**src/rtl/reg_arb_tmo_pkg.sv**
```systemverilog
// Shared types for the register-interface arbiter with stall timeout:
// FSM state encoding, default request/response structs and pointer wrap helper.
package reg_arb_tmo_pkg;

    typedef enum logic [1:0] {
        ST_IDLE  = 2'd0,
        ST_BUSY  = 2'd1,
        ST_ABORT = 2'd2
    } state_e;

    typedef struct packed {
        logic        valid;
        logic        write;
        logic [31:0] addr;
        logic [31:0] wdata;
        logic [3:0]  wstrb;
    } reg_req_t;

    typedef struct packed {
        logic        ready;
        logic        error;
        logic [31:0] rdata;
    } reg_rsp_t;

    // Increment modulo n; with n == 1 the result is always 0.
    function automatic int unsigned wrap_inc(input int unsigned v, input int unsigned n);
        return (v + 1 >= n) ? 0 : v + 1;
    endfunction

endpackage

```
**src/rtl/reg_arb_tmo_rr.sv**
```systemverilog
// Combinational round-robin picker: first valid requester at or after the
// pointer, wrapping modulo NumReq.
module reg_arb_tmo_rr #(
    parameter int unsigned NumReq = 2,
    parameter int unsigned IdxW   = 1
) (
    input  logic [NumReq-1:0] valid_i,
    input  logic [IdxW-1:0]   ptr_i,
    output logic [NumReq-1:0] gnt_o,
    output logic [IdxW-1:0]   idx_o
);

    always_comb begin
        int unsigned c;
        logic [IdxW-1:0] cand;
        logic found;
        gnt_o = '0;
        idx_o = '0;
        found = 1'b0;
        c     = 0;
        cand  = '0;
        for (int unsigned k = 0; k < NumReq; k++) begin
            c = 32'(ptr_i) + k;
            if (c >= NumReq) c = c - NumReq;
            cand = IdxW'(c);
            if (!found && valid_i[cand]) begin
                found       = 1'b1;
                gnt_o[cand] = 1'b1;
                idx_o       = cand;
            end
        end
    end

endmodule

```
**src/rtl/reg_arb_tmo.sv**
```systemverilog
// N:1 register-interface arbiter with round-robin fairness, grant locking
// across downstream stalls, and an optional stall timeout that aborts with ErrVal.
module reg_arb_tmo
    import reg_arb_tmo_pkg::*;
#(
    parameter int unsigned NumReq        = 2,
    parameter int unsigned DW            = 32,
    parameter int unsigned TimeoutCycles = 0,
    parameter logic [DW-1:0] ErrVal      = '0,
    parameter type req_t                 = reg_req_t,
    parameter type rsp_t                 = reg_rsp_t
) (
    input  logic                  clk_i,
    input  logic                  rst_ni,
    input  req_t [NumReq-1:0]     req_i,
    output rsp_t [NumReq-1:0]     rsp_o,
    output req_t                  req_o,
    input  rsp_t                  rsp_i,
    output logic                  busy_o,
    output logic                  timeout_o,
    output logic [((NumReq > 1) ? $clog2(NumReq) : 1)-1:0] timeout_idx_o
);

    localparam int unsigned IdxW = (NumReq > 1) ? $clog2(NumReq) : 1;
    localparam int unsigned CntW = (TimeoutCycles > 0) ? $clog2(TimeoutCycles + 1) : 1;
    localparam logic [CntW-1:0] TmoVal = CntW'(TimeoutCycles);

    state_e            state_q, state_d;
    logic [IdxW-1:0]   ptr_q, ptr_d;
    logic [IdxW-1:0]   lock_q, lock_d;
    logic [CntW-1:0]   cnt_q, cnt_d;

    logic [NumReq-1:0] valid;
    logic [NumReq-1:0] gnt;
    logic [IdxW-1:0]   win;
    logic              any;

    function automatic logic [IdxW-1:0] next_ptr(input logic [IdxW-1:0] v);
        return IdxW'(wrap_inc(32'(v), NumReq));
    endfunction

    always_comb begin
        for (int unsigned i = 0; i < NumReq; i++) valid[i] = req_i[i].valid;
    end

    reg_arb_tmo_rr #(
        .NumReq (NumReq),
        .IdxW   (IdxW)
    ) u_rr (
        .valid_i (valid),
        .ptr_i   (ptr_q),
        .gnt_o   (gnt),
        .idx_o   (win)
    );

    assign any = |gnt;

    always_comb begin
        state_d = state_q;
        ptr_d   = ptr_q;
        lock_d  = lock_q;
        cnt_d   = cnt_q;
        req_o   = '0;
        rsp_o   = '0;
        unique case (state_q)
            ST_IDLE: begin
                if (any) begin
                    req_o      = req_i[win];
                    rsp_o[win] = rsp_i;
                    if (rsp_i.ready) begin
                        ptr_d = next_ptr(win);
                    end else begin
                        lock_d  = win;
                        cnt_d   = CntW'(1);
                        state_d = ST_BUSY;
                    end
                end
            end
            ST_BUSY: begin
                // Grant stays with the locked index even if its valid drops.
                req_o         = req_i[lock_q];
                rsp_o[lock_q] = rsp_i;
                if (rsp_i.ready) begin
                    ptr_d   = next_ptr(lock_q);
                    cnt_d   = '0;
                    state_d = ST_IDLE;
                end else if (TimeoutCycles != 0 && cnt_q == TmoVal) begin
                    state_d = ST_ABORT;
                end else if (cnt_q != {CntW{1'b1}}) begin
                    cnt_d = cnt_q + 1'b1;
                end
            end
            ST_ABORT: begin
                rsp_o[lock_q].ready = 1'b1;
                rsp_o[lock_q].error = 1'b1;
                rsp_o[lock_q].rdata = ErrVal;
                ptr_d   = next_ptr(lock_q);
                cnt_d   = '0;
                state_d = ST_IDLE;
            end
            default: state_d = ST_IDLE;
        endcase
    end

    always_ff @(posedge clk_i or negedge rst_ni) begin
        if (!rst_ni) begin
            state_q <= ST_IDLE;
            ptr_q   <= '0;
            lock_q  <= '0;
            cnt_q   <= '0;
        end else begin
            state_q <= state_d;
            ptr_q   <= ptr_d;
            lock_q  <= lock_d;
            cnt_q   <= cnt_d;
        end
    end

    assign busy_o        = (state_q != ST_IDLE);
    assign timeout_o     = (state_q == ST_ABORT);
    assign timeout_idx_o = (state_q == ST_ABORT) ? lock_q : '0;

endmodule

```
**config.mk**
```make
export PLATFORM = sky130hd
export DESIGN_NAME = reg_arb_tmo
export DESIGN_NICKNAME = d
export VERILOG_FILES = /design/src/rtl/reg_arb_tmo_pkg.sv /design/src/rtl/reg_arb_tmo_rr.sv /design/src/rtl/reg_arb_tmo.sv
export SDC_FILE = /design/constraint.sdc
export NUM_CORES = 1
export LEC_CHECK = 0
export ABC_AREA = 0
export CAP_MARGIN = 10
export CORE_AREA = 2 2 123 125
export CTS_BUF_LIST = sky130_fd_sc_hd__clkbuf_16
export DETAILED_ROUTE_END_ITERATION = 10
export DIE_AREA = 0 0 125 127
export PLACE_DENSITY = 0.6
export REMOVE_ABC_BUFFERS = 1
export SYNTH_ARGS = -nofsm -noshare
export SYNTH_HDL_FRONTEND = slang
export SYNTH_SLANG_ARGS = --single-unit
```
**constraint.sdc**
```tcl
create_clock -name clk_i -period 1.9 [get_ports clk_i]
set_input_delay 0.285 -clock clk_i [delete_from_list [all_inputs] [get_ports clk_i]]
set_output_delay 0.285 -clock clk_i [all_outputs]
set_load 0.02 [all_outputs]
```
==> results.toml <==
[status]
status = "complete, but fails checks"
violations = "negative setup slack"

[worst_setup_path]
rrSetupSlack_ns = 0.59
timing.rr.end = "lock_q$_DFFE_PN0P_"
crit_fanout = 8
cp-start-kind = "flip-flop"
critPathArrivalTime_ns = 1.79
cp_top_family = "buffers and inverters"
worstRegToRegCells = 6
crit_top_cell = "buf_6"
crit_required_ns = 1.62
path_class = "flip-flop to output port"
slowest_delay_ns = 0.38
cp_num_buf_inv = 5
crit_path_end_kind = "output port"
r2r-start = "ptr_q$_DFFE_PN0P_"
crit_chain = "and2b_2 > buf_6 > o21ai_4 > buf_6 > buf_16 > buf_6 > and2_4 > buf_6"
cp_slowest_cell = "dfrtp_1"

[yosys]
synth_top_area_share_pct = 25.8
yosysWarnings = 0
synth_area_mm2 = 0.00264
ys_ff_latch = 3
yosysTopAreaCell = "a221o_1"
synth_cells = 337
synth_area_leaders = "a221o_1 26%, mux2i_1 26%, nor2b_1 24%"
ys_types = 25
yosysSeqAreaShare_pct = 2.85
avgSynthCellArea_um2 = 7.82

[place]
numPlacedInstances = 824
io_buffers = 314
dp_slack_ns = -0.653
dp_hpwl_mm = 11.5
gp_congestion = 0.845

[die]
coreArea_mm2 = 0.0144
die_h_um = 127
die_w_um = 125
initial_core_util_pct = 18.3
num_rows = 44
ios = 317
dieArea_mm2 = 0.0159

[finish]
final_cell_mix = "173 x clkdlybuf4s50_1, 114 x buf_6, 85 x nor2b_1"
final_cell_count_no_fill = 866
multiInputGateArea_mm2 = 0.00259
fillers = 1363
area_growth_pct = 167
antenna_cells = 0
fin_nets = 859
regArea_um2 = 80.1
final_common_cell = "clkdlybuf4s50_1"
fin_util_pct = 48.9
drive_gt1_share_pct = 39.4

[min_path]
hp-class = "primary input to asynchronous set/reset pin"

[clock_tree]
cts.sinks = 3
cts_buffers = 3
clk_pin_slew_ns = 0.03
cts_tree = "yes"
h-tree-depth = 1
cts_root_buffer = "clkbuf_16"
clock_latency_ns = 0.23
clk_path_buf_depth = 2

[detailed_routing]
firstDrtPassIters = 4
drcViolationCount = 0
drt_iter0_drc = 136
vias = 4176
totalWireLength_mm = 16.7
ant_nets = 0
via_per_inst = 4.82
avgRoutedWirePerCell_um = 19.3

[flow_run]
cap_violations = 0

[timing]
period_minus_slack_ns = 2.07
setup_viol = 103
hold_viol_final = 0
fin_crit_sh_pct = 109
rsz0062_at_grt = "true"
clock_skew_ns = 0.00234
timing.fmax_mhz = 482
slew_viol_final = 0
postLayoutSetupSlackWorst_ns = -0.175
hold_slack_ns = 0.240

[pwr]
p_clk_share_pct = 8.4
peakVddDrop_mv = 0.244
power_frac_seq_pct = 2.3
total_power_mw = 3.97
p_int_mw = 2.33
swShare_pct = 41.3
netSwitchingPower_mw = 1.64
total_leakage_power_nw = 3.17
power_density_mw_per_mm2 = 563
power_frac_comb_pct = 89.3

[global_route]
first_global_vias = 4110
grt_pass1_wl_mm = 22.9
grt_max_degree = 52
antenna_found_initial = 0
globalRoute.totalOverflow = 0
grt_use_total_pct = 17.8
[logic make-up after synthesis]
kind of cell	share of synthesized area [%]
simple gates	35.0
flops	2.85
compound gates	28.0
buf+inv	8.21
mux	25.8
other cells	0.142
[layout make-up]
type / instances / share of cell area, %
timing repair buffer: 378 / 57.7
multi-input combinational: 295 / 36.7
clock buffer: 3 / 1.06
tap: 184 / 3.27
clock inverter: 1 / 0.0532
sequential: 3 / 1.14
inverter: 2 / 0.106
[repair_timing]
action	in CTS	in global routing
gates cloned	7	12
setup endpoints to repair	139	121
pin swaps	6	26
hold buffers	0	0
setup buffers	13	14
resized for setup	625	224
[sequential cells by signal (all words and copies together), names as in the netlist]
register	count
lock_q	1
ptr_q	1
state_q	1
[layer usage]
layer  global-route usage [%]  up-vias  routed length [um]
li1                         -     1959                   -
met1                     18.4     1975                5990
met2                     35.6      218                9060
met3                     3.89       24                1250
met4                     5.29        0                 422
met5                        0        -                   0
[stage by stage]
step	TNS (ns)	instance area [um^2]
finish	-11.47	7050
global route	-16.97	7050
CTS	-11.97	6170
detailed placement	-76.39	6100
global placement	-72.13	6100
floorplan	-278.69	2430
[power groups by stage]
stage / sequential [mW] / clock [mW] / combinational [mW]
global placement: 0.103 / 0 / 2.83
floorplan: 0.205 / 0 / 1.33
global route: 0.0956 / 0.342 / 3.73
detailed placement: 0.102 / 0 / 2.86
CTS: 0.0952 / 0.336 / 2.96
finish: 0.0929 / 0.333 / 3.55
[cells in the mapped netlist, drive strengths merged]
| cell type | number |
|---|---|
| dfrtp | 3 |
| nand2 | 1 |
| a221o | 68 |
| o21a | 1 |
| a2bb2oi | 1 |
| o21ai | 3 |
| a21oi | 1 |
| clkbuf | 9 |
| nand2b | 3 |
| conb | 1 |
| nor2b | 101 |
| nor3 | 1 |
| and2 | 35 |
| a22o | 1 |
| buf | 29 |
| nor2 | 7 |
| mux2i | 68 |
| and2b | 1 |
| o2bb2ai | 1 |
| inv | 2 |
[worst max-delay path by stage]
stage,from,endpoint,cells after the start
after floorplan,state_q[0]$_DFFE_PN0P_,req_o[10],3
after global placement,req_i[139],req_o[40],6
after detailed placement,req_i[139],req_o[27],6
after CTS,ptr_q$_DFFE_PN0P_,rsp_o[54],8
after global routing,lock_q$_DFFE_PN0P_,req_o[53],7
final,ptr_q$_DFFE_PN0P_,rsp_o[57],8
Note: power is estimated with default switching activity, not from simulation.
